==> src/rtl/mem_core.sv <==
// ----------------------------------------------------------------------------
// mem_core
// Single-port synchronous memory array (2**ADDR_WIDTH words of DATA_WIDTH bits)
// with a built-in clear sequencer that zeroes the whole array after reset and
// a flag for illegal simultaneous read+write requests.
//
// Ports:
//   clk         in   system clock, all logic on posedge
//   rst_n       in   asynchronous active-low reset
//   read        in   read request, sampled at posedge
//   write       in   write request, sampled at posedge
//   addr        in   word address for read or write
//   data_in     in   write data
//   data_out    out  registered read data (1-cycle latency, holds between reads)
//   busy        out  high while the clear sequence runs; requests are ignored
//   rw_err      out  1-cycle pulse after a cycle with read and write together
//   parity_err  out  registered parity mismatch on the last read
//
// Optional feature (macro MEM_PARITY_EN):
//   Defined   : each word carries an even-parity bit checked on every read.
//   Undefined : no parity storage, parity_err is tied low.
// ----------------------------------------------------------------------------
module mem_core #(
    parameter int ADDR_WIDTH     = 5,
    parameter int DATA_WIDTH     = 8,
    parameter int CLEAR_ON_RESET = 1
) (
    input  logic                  clk,
    input  logic                  rst_n,
    input  logic                  read,
    input  logic                  write,
    input  logic [ADDR_WIDTH-1:0] addr,
    input  logic [DATA_WIDTH-1:0] data_in,
    output logic [DATA_WIDTH-1:0] data_out,
    output logic                  busy,
    output logic                  rw_err,
    output logic                  parity_err
);

    localparam int DEPTH = 1 << ADDR_WIDTH;

    typedef enum logic {
        CLEAR = 1'b0,
        IDLE  = 1'b1
    } state_t;

    localparam state_t RESET_STATE = (CLEAR_ON_RESET != 0) ? CLEAR : IDLE;
    localparam logic [ADDR_WIDTH-1:0] LAST_ADDR = {ADDR_WIDTH{1'b1}};

    state_t                  state;
    state_t                  next_state;
    logic [ADDR_WIDTH-1:0]   clr_cnt;

    logic                    clr_we;
    logic                    rd_en;
    logic                    wr_en;
    logic                    conflict;

    logic [DATA_WIDTH-1:0]   mem [0:DEPTH-1];

    // State register. Reset always lands in the configured start state, so a
    // reset in the middle of a clear restarts the whole sequence.
    always_ff @(posedge clk or negedge rst_n) begin
        if (!rst_n) begin
            state <= RESET_STATE;
        end else begin
            state <= next_state;
        end
    end

    // Next-state and request decode. In CLEAR the user strobes are masked
    // entirely; in IDLE a simultaneous read+write keeps the read and drops
    // the write.
    always_comb begin
        next_state = state;
        busy       = 1'b0;
        clr_we     = 1'b0;
        rd_en      = 1'b0;
        wr_en      = 1'b0;
        conflict   = 1'b0;
        case (state)
            CLEAR: begin
                busy   = 1'b1;
                clr_we = 1'b1;
                if (clr_cnt == LAST_ADDR) begin
                    next_state = IDLE;
                end
            end
            IDLE: begin
                rd_en    = read;
                wr_en    = write & ~read;
                conflict = read & write;
            end
            default: begin
                next_state = RESET_STATE;
            end
        endcase
    end

    // Clear address counter. It stops on the last word rather than wrapping;
    // only reset brings it back to zero.
    always_ff @(posedge clk or negedge rst_n) begin
        if (!rst_n) begin
            clr_cnt <= '0;
        end else if (clr_we && (clr_cnt != LAST_ADDR)) begin
            clr_cnt <= clr_cnt + 1'b1;
        end
    end

    // Storage array. Not reset: contents only change through the clear
    // sequence or an accepted write.
    always_ff @(posedge clk) begin
        if (clr_we) begin
            mem[clr_cnt] <= '0;
        end else if (wr_en) begin
            mem[addr] <= data_in;
        end
    end

    // Read data register and the conflict pulse. data_out only moves on an
    // accepted read, so it holds through writes, idle cycles and CLEAR.
    always_ff @(posedge clk or negedge rst_n) begin
        if (!rst_n) begin
            data_out <= '0;
            rw_err   <= 1'b0;
        end else begin
            rw_err <= conflict;
            if (rd_en) begin
                data_out <= mem[addr];
            end
        end
    end

`ifdef MEM_PARITY_EN
    logic par_mem [0:DEPTH-1];

    // Parity side-array, written in lockstep with the data array. Cleared
    // words get parity 0, which matches the even parity of an all-zero word.
    always_ff @(posedge clk) begin
        if (clr_we) begin
            par_mem[clr_cnt] <= 1'b0;
        end else if (wr_en) begin
            par_mem[addr] <= ^data_in;
        end
    end

    // Parity check result, refreshed on every accepted read and held otherwise.
    always_ff @(posedge clk or negedge rst_n) begin
        if (!rst_n) begin
            parity_err <= 1'b0;
        end else if (rd_en) begin
            parity_err <= par_mem[addr] ^ (^mem[addr]);
        end
    end
`else
    assign parity_err = 1'b0;
`endif

endmodule

==> config.mk <==
export PLATFORM = sky130hd
export DESIGN_NAME = mem_core
export DESIGN_NICKNAME = d
export VERILOG_FILES = /design/src/rtl/mem_core.sv
export SDC_FILE = /design/constraint.sdc
export NUM_CORES = 1
export LEC_CHECK = 0
export BUFFER_PORTS_ARGS = -buffer_cell sky130_fd_sc_hd__buf_2
export CORE_MARGIN = 3
export CORE_UTILIZATION = 56
export DETAILED_ROUTE_END_ITERATION = 12
export GPL_ROUTABILITY_DRIVEN = 0
export PLACE_DENSITY = 0.82
export SYNTH_ARGS = -nofsm -noshare
export SYNTH_HDL_FRONTEND = slang
export SYNTH_SLANG_ARGS = --single-unit
==> constraint.sdc <==
create_clock -name clk -period 3.7 [get_ports clk]
set_clock_uncertainty 0.05 [all_clocks]
set_input_delay 0.37 -clock clk [delete_from_list [all_inputs] [get_ports clk]]
set_output_delay 0.37 -clock clk [all_outputs]
set_load 0.005 [all_outputs]
=== Yosys cells after proc, flatten, opt, wreduce, memory -nomap -nowiden ===
Memories as Yosys holds them, arrays and structs flattened. A register that Yosys moved wholly into a read port is not among the register bits.
Index checks and enable logic that the tools add are counted.

* $add $sub $neg: 1
* Equality and inequality tests: 2
* Mux-type cells: 12
* Bitwise operators: 3
* Reductions and logical operators: 3

{| class="wikitable"
|+ Operator list
! kind !! number
|-
| $mux 1 || 10
|-
| $mux 8 || 1
|-
| $reduce_or 8->1 || 1
|-
| $add 5x1->5 const B || 1
|-
| $eq 5x5->1 const B || 1
|-
| $mux 5 || 1
|-
| $ne 5x5->1 const B || 1
|-
| $and 1x1->1 || 2
|-
| $logic_and 1x1->1 || 1
|-
| $logic_not 1->1 || 1
|-
| $not 1->1 || 1
|}

* Bits in registers: 7
* Bits in writable memories: 256
* Output and inout bits: 11
* Word-level logic and storage cells: 25
* Memories: 1

{| class="wikitable"
|+ Memory list
! memory !! words !! bits a word !! read ports !! clocked after memory_dff !! write ports !! line !! RTL
|-
| mem || 32 || 8 || 1 || 1 || 1 || 59 || <nowiki>logic [DATA_WIDTH-1:0] mem [0:DEPTH-1];</nowiki>
|}

=== Depth between registers and ports, before layout ===
* Word-level depth: 8
* Depth in mapped cells: 8
* Mapped depth without buffers: 6

=== Worst setup path after synthesis ===
No wires, ideal clock.

* Path type: input -> register
* Start point: input port addr[0]
* End point: memory mem[10][0], enable pin
* Arrival time: 1.680 ns
* Required time: 3.280 ns
* Path slack: 1.600 ns
* Stages on the path: 7
* Cells stage by stage: buf_6 buf_12 buf_12 buf_6 o21ai_0 a32oi_1 nor2_1

* Cells in the longest elaborated chain, start to end: 1

{| class="wikitable"
|+ RTL lines
! element !! line !! RTL
|-
| start: declaration || 32 || <nowiki>input logic [ADDR_WIDTH-1:0] addr,</nowiki>
|-
| $mux 5 (no line) || n/a ||
|-
| end: declaration || 59 ||
|}

No other way between the ends.

=== Worst setup path in the final report ===
* Start point: register state
* End point: memory mem[11][5], enable pin

* Cells in the longest elaborated chain, start to end: 6

{| class="wikitable"
|+ RTL lines
! element !! line !! RTL
|-
| start: declaration || 50 || <nowiki>state_t state;</nowiki>
|-
| start signal: assignment || 67 || <nowiki>state <= next_state;</nowiki>
|-
| $mux 1 || 81 || <nowiki>case (state)</nowiki>
|-
| $mux 1 || 115 || <nowiki>end else if (wr_en) begin</nowiki>
|-
| $mux 1 || 113 || <nowiki>if (clr_we) begin</nowiki>
|-
| $mux 1 (not written as such) || 116 || <nowiki>mem[addr] <= data_in;</nowiki>
|-
| $reduce_or 8->1 (no line) || n/a ||
|-
| $mux 5 (no line) / $mux 1 (equally long branches) || n/a ||
|}

Several ways; a longest one is shown, not always the timed one.

==> metrics.md <==
| Metric | Value |
|---|---|
| Slowest stage delay, CP | `1130 ps` |
| Clock transition at path regs | `60 ps` |
| Critical Path Sink Type | `flop` |
| Via Count | `5936` |
| Final setup viols | `0` |
| Commonest non-fill, non-tap cell in the layout | `edfxtp_1` |
| Nets@finish | `693` |
| Setup TNS | `0 ps` |
| Synthesized cell area | `11000 µm²` |
| Inserted Diodes | `0` |
| P_leak | `4.71 nW` |
| Period Utilization, post-route | `0.775` |
| Initial Util | `0.579` |
| Count of cell types in the netlist | `40` |
| FILL cells | `1218` |
| First-pass GRT wire length | `35600 µm` |
| Most frequent cells in the layout | `edfxtp_1, mux2i_1, nor2_1` |
| Boundary Pins | `28` |
| Via-to-Cell Ratio | `6.22` |
| Sequential share of the synthesized area | `0.734` |
| Multi-input gate area | `2620 µm²` |
| Crit path DAT | `2960 ps` |
| # rows | `50` |
| CTS sink cnt | `271` |
| #FFs+latches synth | `271` |
| Post-Syn Nets | `659` |
| Worst path required time | `3800 ps` |
| DRT antenna net count | `0` |
| Grt total ovfl | `0` |
| Cts repair resizes | `0` |
| RSZ-0062 raised after global routing | `no` |
| CTS Buffer Depth | `3` |
| Largest net degree at the start of global routing | `56` |
| Met1 GRT Util | `0.299` |
| Critical path cell sequence | `and3b_1 -> a31oi_1 -> nor2_1` |
| Clock latency at the later pin of the worst-skew pair | `530 ps` |
| MaxCap Viol Count | `0` |
| Max-slew violation count | `0` |
| Drt wl/cell | `24.7 µm` |
| Kind of critical path | `reg2reg` |
| Die area | `21300 µm²` |
| Syn-to-layout area delta | `10.6%` |
| Met3 Track Usage GR | `0.0345` |
| Status | `finished clean` |
| Global-route usage over all layers | `0.218` |
| H-Tree Depth | `1` |
| Die H | `146 µm` |
| Core area | `19000 µm²` |
| Crit path max fanout | `15` |
| Yosys warning count | `0` |
| Die extent in x | `146 µm` |
| Pwr dens | `518 nW/µm²` |
| Post-DP HPWL | `14600 µm` |
| Syn Area/Cell | `17.2 µm²` |
| Gr busiest metal | `met2` |
| Worst slew pin tran | `1380 ps` |
| Final min period | `2870 ps` |
| Worst vdd ir | `450 µV` |
| Tot Pwr | `6.29 mW` |
| Startpoint types | `flop` |
| DRT iter0 DRCs | `673` |
| Post-layout util | `0.641` |
| Fin. Hold Viols | `0` |
| Initial antenna violation count | `0` |
| Share of layout cells above drive strength 1 | `0.140` |
| CTS buffer count | `26` |
| TritonCTS clock tree | `built` |
| Synthesized instance count | `640` |
| Dominant synthesized flop cell | `edfxtp_1` |
| Met2 Usage GRT | `0.357` |
| Number of global-route vias before repair | `6082` |
| Remaining DRCs | `0` |
| Storage cell area | `8060 µm²` |
| Number of I/O port buffers | `26` |
| Hold crit path type | `in2reg` |
| Slowest-stage cell, CP | `a31oi_1` |
| Post-synth EDFFs | `256` |
| Pre-Repair DR Iteration Count | `5` |
| Max frequency | `349 MHz` |
| CTS root buffer | `clkbuf_16` |
| Drt total wl | `23500 µm` |
| Post-synthesis async set-or-reset flop share | `0.0554` |
| Worst slew margin | `0.0786` |
[cell usage after synthesis (3+ instances only)]
cell type  number  area, µm²
o22ai_1         8       50.1
buf_1           4       15.0
buf_2           6       30.0
nand2b_1        3       18.8
a221oi_1        8       70.1
nand3b_1        5       37.5
and3_1          3       18.8
nor2_1         37        139
a21oi_1        18       90.1
and2_1          9       56.3
a221oi_2        8        120
mux2i_1       129       1290
dfrtp_1        15        375
clkbuf_1        8       30.0
buf_12          4       80.1
o41ai_1         6       52.6
nand2_1        26       97.6
buf_4           5       37.5
edfxtp_1      256       7690
buf_6           9        101
a22o_1         16        140
a22oi_1        32        240
[worst paths after layout]
check | endpoint | slack [ps] | depth (start not counted) | from
max | mem[11][5] | 830 | 3 | state
min | rw_err | 80 | 2 | write
max reg2reg | mem[11][5] | 830 | 3 | state
min reg2reg | data_out[2] | 450 | 2 | data_out[2]
max in group asynchronous | data_out[0] | 3080 | 2 | rst_n
min in group asynchronous | data_out[7] | 230 | 2 | rst_n
[state kept, by name (all words and copies together) (netlist names)]
register / cells
state: 1
rw_err: 1
clr_cnt: 5
data_out: 8
mem: 256
[metrics by stage]
stage,hold WS [ps],instances,instance area [µm²],setup WS [ps]
floorplan,24.4,640,11000,1600
global placement,242,905,11300,929
detailed placement,252,905,11300,893
CTS,64.5,954,12100,894
global route,91.8,954,12100,723
finish,77.3,954,12100,833
[layer usage]
layer / routed length [µm] / vias to the layer above
met5: 0 / -
li1: - / 2603
met4: 849 / 0
met1: 9390 / 2948
met2: 11500 / 325
met3: 1820 / 60
[critical path, delay by kind of cell, from the launching register on]
kind | cells | cell delay [ps]
compound gates | 1 | 1130
simple gates | 2 | 840
flops | 1 | 460
[timing repair]
item | in CTS | in global routing
buffers inserted | 0 | 0
endpoints found under the hold margin | 15 | 0
hold buffers | 1 | 0
[cell families after synthesis]
kind of cell	after synthesis	share of synthesized area
xor gates and xnor gates	3	0.00239
and+or+nand+nor	92	0.0385
other	1	0.000342
muxes	131	0.120
AOI/OAI and AO/OA	102	0.0750
buffers and inverters	38	0.0275
DFF	271	0.734
adders and majority gates	2	0.00228
[report_power, final]
group,total (mW),internal (mW),switching [mW]
Clock,2.59,1.51,1.09
Sequential,3.37,3.36,0.0116
Combinational,0.324,0.115,0.210
Total,6.29,4.98,1.31
[final cells by class]
type	count	area share
flip-flops and latches	271	0.664
multi-input cells	331	0.216
clock buffers	34	0.0585
well taps	260	0.0268
repair buffers	42	0.0224
clock inverters	14	0.0122
inverters	2	0.000618
Note: power is estimated with default switching activity, not from simulation.
